===== config.mk =====
export PLATFORM = sky130hd
export DESIGN_NAME = mult_div_unit
export DESIGN_NICKNAME = d
export VERILOG_FILES = /design/src/rtl/multdiv_pkg.sv /design/src/rtl/div_step.sv /design/src/rtl/mult_div_unit.sv
export SDC_FILE = /design/constraint.sdc
export NUM_CORES = 1
export LEC_CHECK = 0
export ABC_AREA = 1
export CAP_MARGIN = 20
export CORE_UTILIZATION = 33
export DETAILED_ROUTE_END_ITERATION = 10
export RECOVER_POWER = 100
export SLEW_MARGIN = 10
export SYNTH_ARGS = -nofsm -noshare
export SYNTH_HDL_FRONTEND = slang
export SYNTH_SLANG_ARGS = --single-unit

===== constraint.sdc =====
create_clock -name clk -period 3.05 [get_ports clk]
set_input_delay 0.61 -clock clk [delete_from_list [all_inputs] [get_ports clk]]
set_output_delay 0.61 -clock clk [all_outputs]
set_load 0.01 [all_outputs]

===== src/rtl/multdiv_pkg.sv =====
// rtl/multdiv_pkg.sv - shared types and constants for the iterative multiply/divide unit
package multdiv_pkg;

    // Default operand width; HI and LO are each this wide.
    localparam int MD_WIDTH = 32;

    // One Booth step or one restoring-division step per operand bit.
    localparam int MD_ITER = MD_WIDTH;

    typedef enum logic [1:0] {
        IDLE = 2'd0,
        MULT = 2'd1,
        DIV  = 2'd2,
        DONE = 2'd3
    } md_state_t;

endpackage


===== src/rtl/div_step.sv =====
// rtl/div_step.sv - one combinational restoring-division iteration on magnitudes
module div_step #(
    parameter int W = 32
) (
    input  logic [W-1:0] rem_in,
    input  logic [W:0]   divisor,
    input  logic         dvd_bit,
    output logic [W-1:0] rem_out,
    output logic         q_bit
);

    logic [W:0]   shifted;
    logic [W+1:0] diff;
    logic         unused_diff_bit;

    // Bring the next dividend bit into the partial remainder and trial-subtract.
    assign shifted = {rem_in, dvd_bit};
    assign diff    = {1'b0, shifted} - {1'b0, divisor};

    // No borrow means the divisor fits: keep the difference, quotient bit is 1.
    assign q_bit   = ~diff[W+1];
    assign rem_out = q_bit ? diff[W-1:0] : shifted[W-1:0];

    // The kept remainder is always below the divisor (at most 2^(W-1)), so bit W
    // of the difference is zero whenever it is selected.
    assign unused_diff_bit = diff[W];

endmodule


===== src/rtl/mult_div_unit.sv =====
// rtl/mult_div_unit.sv - iterative signed Booth multiply / restoring divide into HI/LO (optional MULTDIV_OVERFLOW_EN adds mult_overflow)
module mult_div_unit
    import multdiv_pkg::*;
#(
    parameter int WIDTH = MD_WIDTH
) (
    input  logic             clk,
    input  logic             reset,
    input  logic             start_mult,
    input  logic             start_div,
    input  logic [WIDTH-1:0] a,
    input  logic [WIDTH-1:0] b,
    output logic [WIDTH-1:0] hi,
    output logic [WIDTH-1:0] lo,
    output logic             busy,
    output logic             done,
    output logic             div_zero
`ifdef MULTDIV_OVERFLOW_EN
    ,
    output logic             mult_overflow
`endif
);

    localparam int            CW       = $clog2(WIDTH) + 1;
    localparam logic [CW-1:0] CNT_LAST = CW'(WIDTH);

    md_state_t        state;
    md_state_t        state_next;
    logic [CW-1:0]    cnt;

    // acc: Booth upper accumulator, or partial remainder during division.
    // mq:  multiplier shifting out, or dividend shifting out / quotient shifting in.
    // mop: sign-extended multiplicand, or divisor magnitude.
    logic [WIDTH:0]   acc;
    logic [WIDTH-1:0] mq;
    logic             qm1;
    logic [WIDTH:0]   mop;
    logic             sign_a;
    logic             sign_b;

    logic             b_zero;
    logic             accept_mult;
    logic             accept_div;
    logic             last_iter;
    logic [WIDTH:0]   a_ext;
    logic [WIDTH:0]   b_ext;
    logic [WIDTH:0]   a_mag;
    logic [WIDTH:0]   b_mag;
    logic [WIDTH:0]   booth_sum;
    logic [WIDTH-1:0] rem_next;
    logic             q_bit;
    logic             unused_mag_msb;

    assign b_zero      = (b == '0);
    assign accept_mult = (state == IDLE) && start_mult;
    assign accept_div  = (state == IDLE) && !start_mult && start_div;
    assign last_iter   = (cnt == CNT_LAST);

    // Magnitudes are one bit wider so |-2^(WIDTH-1)| is representable.
    assign a_ext = {a[WIDTH-1], a};
    assign b_ext = {b[WIDTH-1], b};
    assign a_mag = a[WIDTH-1] ? -a_ext : a_ext;
    assign b_mag = b[WIDTH-1] ? -b_ext : b_ext;

    // The dividend magnitude never exceeds 2^(WIDTH-1), so it fits the WIDTH-bit shifter.
    assign unused_mag_msb = a_mag[WIDTH];

    // Radix-2 Booth recoding of the current multiplier bit pair.
    always_comb begin
        booth_sum = acc;
        case ({mq[0], qm1})
            2'b01:   booth_sum = acc + mop;
            2'b10:   booth_sum = acc - mop;
            default: booth_sum = acc;
        endcase
    end

    div_step #(
        .W(WIDTH)
    ) u_div_step (
        .rem_in  (acc[WIDTH-1:0]),
        .divisor (mop),
        .dvd_bit (mq[WIDTH-1]),
        .rem_out (rem_next),
        .q_bit   (q_bit)
    );

    // State register.
    always_ff @(posedge clk) begin
        if (!reset) begin
            state <= IDLE;
        end else begin
            state <= state_next;
        end
    end

    // Next-state decode plus the Moore busy/done outputs.
    always_comb begin
        state_next = state;
        busy       = 1'b0;
        done       = 1'b0;
        case (state)
            IDLE: begin
                if (start_mult) begin
                    state_next = MULT;
                end else if (start_div) begin
                    state_next = b_zero ? DONE : DIV;
                end
            end
            MULT, DIV: begin
                busy = 1'b1;
                if (last_iter) begin
                    state_next = DONE;
                end
            end
            DONE: begin
                done       = 1'b1;
                state_next = IDLE;
            end
            default: state_next = IDLE;
        endcase
    end

    // Operand capture, one iteration per cycle, and the final HI/LO write.
    always_ff @(posedge clk) begin
        if (!reset) begin
            hi       <= '0;
            lo       <= '0;
            div_zero <= 1'b0;
            cnt      <= '0;
            acc      <= '0;
            mq       <= '0;
            qm1      <= 1'b0;
            mop      <= '0;
            sign_a   <= 1'b0;
            sign_b   <= 1'b0;
        end else if (accept_mult) begin
            mop      <= a_ext;
            mq       <= b;
            acc      <= '0;
            qm1      <= 1'b0;
            cnt      <= '0;
            div_zero <= 1'b0;
        end else if (accept_div) begin
            // A zero divisor only raises the flag; HI/LO keep their old contents.
            div_zero <= b_zero;
            if (!b_zero) begin
                acc    <= '0;
                mq     <= a_mag[WIDTH-1:0];
                mop    <= b_mag;
                sign_a <= a[WIDTH-1];
                sign_b <= b[WIDTH-1];
                cnt    <= '0;
            end
        end else if (state == MULT) begin
            if (!last_iter) begin
                acc <= {booth_sum[WIDTH], booth_sum[WIDTH:1]};
                mq  <= {booth_sum[0], mq[WIDTH-1:1]};
                qm1 <= mq[0];
                cnt <= cnt + 1'b1;
            end else begin
                hi <= acc[WIDTH-1:0];
                lo <= mq;
            end
        end else if (state == DIV) begin
            if (!last_iter) begin
                acc <= {1'b0, rem_next};
                mq  <= {mq[WIDTH-2:0], q_bit};
                cnt <= cnt + 1'b1;
            end else begin
                // -2^(WIDTH-1) / -1 yields magnitude 2^(WIDTH-1), which wraps silently.
                lo <= (sign_a ^ sign_b) ? -mq : mq;
                hi <= sign_a ? -acc[WIDTH-1:0] : acc[WIDTH-1:0];
            end
        end
    end

`ifdef MULTDIV_OVERFLOW_EN
    // Flag a product that does not fit in LO alone.
    always_ff @(posedge clk) begin
        if (!reset) begin
            mult_overflow <= 1'b0;
        end else if (accept_mult || accept_div) begin
            mult_overflow <= 1'b0;
        end else if ((state == MULT) && last_iter) begin
            mult_overflow <= (acc[WIDTH-1:0] != {WIDTH{mq[WIDTH-1]}});
        end
    end
`endif

endmodule


==> summary.md, run 1 <==
| Metric | Value |
|---|---|
| Crit path launch type | `register` |
| Synth Net Count | `3,106` |
| CTS Root Cell | `clkbuf_16` |
| IO Count | `135` |
| Compound-gate portion of the synthesized area | `18.9%` |
| WP buf/inv | `3` |
| R2r startpoint | `mop[0]` |
| Design Area, Final | `23,300 µm²` |
| Commonest non-fill, non-tap cells in the layout | `703 x nand2_1, 383 x inv_1, 296 x buf_4` |
| Worst-margin pin slew | `0.970 ns` |
| Max clock buf depth | `2` |
| Chip Height | `229 µm` |
| Sequential share of the synthesized area | `20.4%` |
| FFs w/ async S/R, synth | `0%` |
| Largest stage delay, worst path | `0.34 ns` |
| Hold_ws | `0.497 ns` |
| Layout Nets | `3,471` |
| Gr usage total | `28.2%` |
| Critical path peak fanout | `3` |
| Placed Cells | `3,955` |
| Number of synthesized flops with an enable pin | `0` |
| NetSw | `11.5 mW` |
| Fin crit share | `106%` |
| R2R depth | `24` |
| Initial antenna violation count | `0` |
| Via count | `20,975` |
| Worst Hold Class | `register to register` |
| Post-synthesis mux area share | `0%` |
| Die width | `229 µm` |
| Critical Path End | `acc[31]` |
| CTS Hold Bufs | `0` |
| Clock Sinks | `174` |
| Post-Synthesis Cells | `2,959` |
| Post-Synthesis Cell Area | `17,000 µm²` |
| Clk_lat worst skew | `0.47 ns` |
| GRT overflow | `0` |
| Setup WS post-layout | `-0.188 ns` |
| Final Slew Violations | `0` |
| Power Density | `929 nW/µm²` |
| Hold Vio Cnt, Final | `0` |
| Yosys top cell area share | `20.4%` |
| Critical path depth in cells | `24` |
| Largest family of logic cells by synthesized area | `simple AND/OR/NAND/NOR gates` |
| Reg2reg end | `acc[31]` |
| Commonest non-fill, non-tap cell in the layout | `nand2_1` |
| Initial core utilization | `33.7%` |
| Largest net degree at the start of global routing | `62` |
| Core Region | `50,600 µm²` |
| Static leakage | `11.3 nW` |
| Unrepaired setup endpoints after global routing | `yes` |
| CP dominant cell by count | `nand2_2` |
| Synth Area in Adders | `5.89%` |
| Worst setup startpoint | `mop[0]` |
| TritonCTS Buffers | `17` |
| Switching Fraction | `53.0%` |
| DP Area | `21,100 µm²` |
| Fin crit period | `3.24 ns` |
| FF+latch count, synth | `174` |
| Distinct cell type count after synthesis | `55` |
| Cell family with most CP delay | `simple AND/OR/NAND/NOR gates` |
| Failing checks | `negative setup slack` |
| Layout Skew | `0.0146 ns` |
| Share of cells above drive strength 1 | `20.5%` |
| Clock Pin Slew Worst Setup and Hold Paths | `0.07 ns` |
| Max Fclk | `0.309 GHz` |
| Area leader, netlist | `dfxtp_1` |
| Clk network pwr share | `11.6%` |
| First-pass GRT wire length | `114 mm` |
| Flop-to-flop setup slack | `-0.19 ns` |
| Fin cells | `4,009` |
| Setup TNS | `-2.43 ns` |
| Syn Area/Cell | `5.76 µm²` |
| Port Buffers | `134` |
| Final HPWL DP | `61.7 mm` |
| Slew headroom | `35.3%` |
| Logic pwr share | `73.7%` |
| Crit-path cells | `inv_4, nand3_4, nor2_4, nand2_2, nor3_2, buf_4, nand2_2, nand2_2, nand2_4, nor2_4, o21ai_4, nor2_4, xor2_2, ha_1, buf_4, nand3_2, nand2_1, a21oi_2, nand2_2, a21oi_2, nand2_1, nand4_1, nand3_2, a21oi_2` |
| Synth Flop Type | `dfxtp_1` |
| Cell Rows | `82` |
| Vias in the first global route | `19,622` |
| Drt wl/cell | `18.9 µm` |
| CP Data Required Time | `3.45 ns` |
| Routability cong. | `0.979` |
| Final design utilization | `46.2%` |
| Die Area | `52,500 µm²` |
| CP Class | `register to register` |
| Area growth, synth to finish | `37.0%` |
| Place WS | `-0.374 ns` |
| Status | `finished with violations` |
| Total Routed Length | `75.8 mm` |
| Pre-antenna DRT Iters | `6` |
| Simple-gate share of the synthesized area | `37.0%` |
| Worst VDD drop | `603 µV` |
| Post-Synth XOR/XNOR Area | `5.55%` |
| Tot Pwr | `21.7 mW` |
| H-tree Lvls | `4` |
| Diodes inserted | `0` |
| CP endpoint kind | `register` |
| CP arrival | `3.64 ns` |
| 1st-iter DRT viols | `2,028` |
| CTS tree | `done` |
| Final setup violating endpoints | `30` |
| Cell-internal power | `10.2 mW` |
| Crit path max-delay cell type | `dfxtp_2` |
| Antenna Violating Nets Remaining | `0` |
| Drc violations | `0` |
| Via density | `5.23` |
| Synth area leaders | `dfxtp_1 20%, nand2_1 17%, inv_1 9.0%, nor2_1 7.2%, a21oi_1 6.9%` |
| Seq pwr share | `14.7%` |
| Max cap viols | `0` |
| Yosys warns | `0` |
-- state kept, by name, indices dropped and copies added, names as in the netlist --
| name | flops |
|---|---|
| sign_b | 1 |
| qm1 | 1 |
| div_zero | 1 |
| cnt | 6 |
| acc | 33 |
| state | 2 |
| sign_a | 1 |
| lo | 32 |
| mop | 33 |
| mq | 32 |
| hi | 32 |
-- power by group through the flow --
| stage | Combinational, mW | Clock, mW | Sequential [mW] |
|---|---|---|---|
| floorplan | 8.30 | 0 | 3.05 |
| global placement | 13.8 | 0 | 3.21 |
| detailed placement | 13.8 | 0 | 3.21 |
| CTS | 14.8 | 2.55 | 3.17 |
| global route | 17.3 | 2.64 | 3.24 |
| finish | 16.0 | 2.52 | 3.19 |
-- cell type report --
cell class,instances,area (µm²)
tap,672,841
timing repair buffer,457,3910
clock inverter,14,219
multi-input combinational,2251,12900
sequential,174,3490
fill,5288,27200
clock buffer,18,439
inverter,423,1600
-- metal layers --
metal  global-route usage (%)  routed length, µm  vias up
met2                     45.4              34000      813
met1                     37.0              32800     9612
met5                        0                  0        -
met3                     3.39               4630      189
met4                     14.4               4360        0
li1                         -                  -    10361
-- logic make-up (layout without fill, tap and decap cells) --
logic type,after synthesis,count (layout)
simple gates,1491,1491
buf+inv,534,912
compound gates,573,573
flops,174,174
fa+ha+maj,79,79
xor+xnor,108,108
-- cell usage after synthesis (3+ instances only) --
cell         n
clkbuf_1    65
inv_1      410
o2111ai_1    5
buf_6        5
nor4_1       9
nor2_4       3
dfxtp_1    174
buf_4        3
a211oi_1     4
o211ai_1    23
a31oi_1     19
a221oi_1    23
o22ai_1     13
clkinv_1     4
a21oi_1    236
ha_1        77
o21a_1       6
nor3_1      59
o31ai_1      3
nor2_2       3
a21o_1       5
nor2_1     329
nand2_2      5
o21ai_0    195
o221ai_1     4
xnor2_1     21
xor2_1      87
buf_2       25
nand3b_1    10
buf_1       12
or2_2       12
inv_2        7
nor3_2       5
nand2_1    786
a22oi_1     15
nand4_1     41
nand3_1    217
o21ai_1      6
o21bai_1    11
-- worst min path at each step --
| stage | from | to | slack, ns | depth (start not counted) |
|---|---|---|---|---|
| 2_1_floorplan | mop[2] | mop[2] | 0.45 | 2 |
| 3_3_place_gp | hi[2] | hi[2] | 0.47 | 2 |
| 3_5_place_dp | acc[32] | acc[32] | 0.48 | 2 |
| 4_1_cts | acc[32] | acc[32] | 0.49 | 2 |
| 5_1_grt | hi[2] | hi[2] | 0.51 | 2 |
| 6_report | sign_a | sign_a | 0.50 | 2 |
-- worst reg2reg max path, stage by stage, from the launching register on --
cell and delay, ns:
dfxtp_2 0.34, inv_4 0.08, nand3_4 0.09, nor2_4 0.11, nand2_2 0.07, nor3_2 0.15, buf_4 0.15, nand2_2 0.06
nand2_2 0.09, nand2_4 0.09, nor2_4 0.17, o21ai_4 0.11, nor2_4 0.12, xor2_2 0.20, ha_1 0.31, buf_4 0.16
nand3_2 0.06, nand2_1 0.06, a21oi_2 0.12, nand2_2 0.08, a21oi_2 0.11, nand2_1 0.09, nand4_1 0.12, nand3_2 0.11
a21oi_2 0.13
-- timing repair --
item / CTS / global route
endpoints found under the setup margin: 26 / 30
pin swaps: 89 / 108
buffers inserted: 16 / 9
resized for setup: 191 / 187
No activity file was read; power rests on OpenSTA's default activity.
==> run 2: changes to the inputs <==
--- a/config.mk
+++ b/config.mk
@@ -9,7 +9,7 @@
 export CAP_MARGIN = 20
 export CORE_UTILIZATION = 33
 export DETAILED_ROUTE_END_ITERATION = 10
-export RECOVER_POWER = 100
+export REMOVE_ABC_BUFFERS = 1
 export SLEW_MARGIN = 10
 export SYNTH_ARGS = -nofsm -noshare
 export SYNTH_HDL_FRONTEND = slang
==> run 2 against run 1 <==
The flow still finishes with violations (negative setup slack). Non-clock buffer count shrank 15. Cell area shrank 1.3%. Clock power shrank 12%. Die area is the same. Sequential power shrank 2%. Via count shrank 0.98%. First-iteration DRC count shrank 8.5%. Global-route usage shrank 1.1 points. Clock-buffer cell count grew 2.
==> summary.md, run 2 (synthesis gave the netlist of run 1 again) <==
| Metric | Value |
|---|---|
| Vias in the first global route | `19,783 (+0.82%)` |
| Pre-antenna DRT Iters | `9 (+3)` |
| Static leakage | `11.0 nW (-2.8%)` |
| Area growth, synth to finish | `35.3%` |
| Failing checks | `negative setup slack` |
| Routability cong. | `1.06 (+7.9%)` |
| R2R depth | `25 (+4.2%)` |
| Largest net degree at the start of global routing | `74 (+19%)` |
| Cell-internal power | `9.70 mW (-4.8%)` |
| Cell Rows | `82 (unchanged)` |
| Slew headroom | `36.3% (+1.0 points)` |
| First-pass GRT wire length | `111 mm (-2.7%)` |
| Final setup violating endpoints | `25 (-17%)` |
| Final HPWL DP | `56.8 mm (-7.9%)` |
| Via count | `20,769 (-0.98%)` |
| Status | `finished with violations` |
| CP arrival | `3.75 ns (+0.11 ns)` |
| Clk_lat worst skew | `0.49 ns (+0.02 ns)` |
| CTS Root Cell | `clkbuf_16` |
| Die width | `229 µm (unchanged)` |
| Total Routed Length | `72.6 mm (-4.2%)` |
| Worst Hold Depth | `1 (-1)` |
| Hold Vio Cnt, Final | `0 (unchanged)` |
| CP Class | `register to register` |
| H-tree Lvls | `4 (unchanged)` |
| Max Fclk | `0.300 GHz (-2.8%)` |
| Worst VDD drop | `557 µV (-7.5%)` |
| Clock Pin Slew Worst Setup and Hold Paths | `0.07 ns (about the same)` |
| Worst Hold Class | `register to register` |
| CTS tree | `done` |
| Clock Sinks | `174 (unchanged)` |
| Drc violations | `0 (unchanged)` |
| IO Count | `135 (unchanged)` |
| Die Area | `52,500 µm² (unchanged)` |
| Core Region | `50,600 µm² (unchanged)` |
| Initial core utilization | `33.7% (unchanged)` |
| Initial antenna violation count | `1 (+1)` |
| Critical path peak fanout | `2 (-1)` |
| Setup WS post-layout | `-0.280 ns (-0.0921 ns)` |
| Fin crit period | `3.33 ns (+0.0921 ns)` |
| Layout Nets | `3,456 (-0.43%)` |
| Crit path launch type | `register` |
| Seq pwr share | `15.0% (+0.3 points)` |
| Commonest non-fill, non-tap cells in the layout | `707 x nand2_1, 387 x inv_1, 295 x nor2_1` |
| Switching Fraction | `53.7% (+0.71 points)` |
| Place WS | `-0.565 ns (-0.191 ns)` |
| Max clock buf depth | `2 (unchanged)` |
| Final Slew Violations | `0 (unchanged)` |
| Drt wl/cell | `18.2 µm (-3.8%)` |
| TritonCTS Buffers | `17 (unchanged)` |
| Antenna Violating Nets Remaining | `0 (unchanged)` |
| Fillers | `5,326 (+0.72%)` |
| Commonest non-fill, non-tap cell in the layout | `nand2_1` |
| Share of cells above drive strength 1 | `19.2% (-1.3 points)` |
| CP endpoint kind | `register` |
| Via density | `5.20 (-0.59%)` |
| Chip Height | `229 µm (unchanged)` |
| NetSw | `11.3 mW (-2.1%)` |
| GRT overflow | `0 (unchanged)` |
| Logic pwr share | `74.4% (+0.7 points)` |
| Max cap viols | `0 (unchanged)` |
| Clk network pwr share | `10.6% (-1.0 points)` |
| Largest regs | `acc (33), mop (33)` |
| Diodes inserted | `0 (unchanged)` |
| 1st-iter DRT viols | `1,856 (-8.5%)` |
| Layout Skew | `0.0170 ns (+0.00245 ns)` |
| Fin crit share | `109% (+3.0 points)` |
| Power Density | `909 nW/µm² (-2.1%)` |
| Unrepaired setup endpoints after global routing | `yes` |
| Gr usage total | `27.1% (-1.1 points)` |
| CP Data Required Time | `3.47 ns (+0.02 ns)` |
| Port Buffers | `134 (unchanged)` |
| Worst-margin pin slew | `0.945 ns (-0.0250 ns)` |
| Setup TNS | `-4.43 ns (-2.00 ns)` |
## run 2: cell count changes in the layout (fill, tap and decap cells not counted), sizes merged
cell | previous run | this run
buf | 319 | 309
bufinv | 4 | 1
clkbuf | 23 | 20
clkdlybuf4s50 | 66 | 133
clkinv | 7 | 9
clkinvlp | 0 | 3
dlygate4sd3 | 67 | 0
inv | 426 | 421
## run 2: timing repair
| action | 4_1_cts | 5_1_grt |
|---|---|---|
| pin swaps | 88 | 111 |
| resized for setup | 161 | 180 |
| hold buffers | 0 | 0 |
| setup buffers | 16 | 14 |
| endpoints found under the setup margin | 25 | 30 |
| endpoints found under the hold margin | 0 | 0 |
## run 2: power groups by stage
stage	combinational, mW	clock [mW]	sequential (mW)
after detailed placement	13.2	0	3.17
final	15.6	2.22	3.14
after CTS	14.2	2.24	3.12
after global placement	13.2	0	3.17
after global routing	16.9	2.32	3.20
after floorplan	7.86	0	3.10
## run 2: worst max-delay path, stage by stage, from the launching register on
cell and delay [ns]:
dfxtp_2 0.32, inv_2 0.08, ha_4 0.15, nand3_4 0.09, nor2_4 0.12, nand4_1 0.16
nor2_1 0.15, inv_1 0.07, nor2_2 0.16, inv_2 0.08, o21ai_4 0.17, o21ai_2 0.08
xor2_1 0.18, ha_1 0.34, inv_2 0.06, nor3_4 0.22, nand2_2 0.10, inv_2 0.06
nand2_2 0.05, nand2_2 0.07, inv_2 0.03, nand2_1 0.07, nand3_2 0.08, nand4_1 0.10
nand3_2 0.10, a21oi_2 0.15
## run 2: final cells by class
| cell class | count | area (µm²) | area share (%) |
|---|---|---|---|
| Clock inverter | 11 | 113 | 0.489 |
| Sequential cell | 174 | 3490 | 15.1 |
| Multi-Input combinational cell | 2251 | 12800 | 55.3 |
| Inverter | 423 | 1600 | 6.93 |
| Tap cell | 672 | 841 | 3.65 |
| Clock buffer | 20 | 437 | 1.89 |
| Timing Repair Buffer | 442 | 3820 | 16.6 |
## run 2: metrics by stage
step	area [µm²]	utilization [%]	hold slack (ns)	power, mW	cells
2_1_floorplan	16500	-	0.455	11.0	2848
4_1_cts	22200	43.9	0.483	19.5	3980
5_1_grt	23000	45.6	0.513	22.4	3993
6_report	23000	45.6	0.480	21.0	3993
3_3_place_gp	20900	41.4	0.452	16.4	3934
3_5_place_dp	20900	41.4	0.469	16.4	3934
## run 2: worst paths after layout
kind	from	endpoint	slack (ns)
worst max register to register	mop[1]	acc[31]	-0.28
worst min register to register	div_zero	div_zero	0.48
worst max-delay path	mop[1]	acc[31]	-0.28
worst min-delay path	div_zero	div_zero	0.48
## run 2: layer usage
| layer | part of all wire (%) | global-route usage [%] |
|---|---|---|
| met5 | 0.018 | 0 |
| met1 | 43 | 34.6 |
| met4 | 6.0 | 15.3 |
| met2 | 44 | 43.4 |
| met3 | 6.9 | 4.31 |
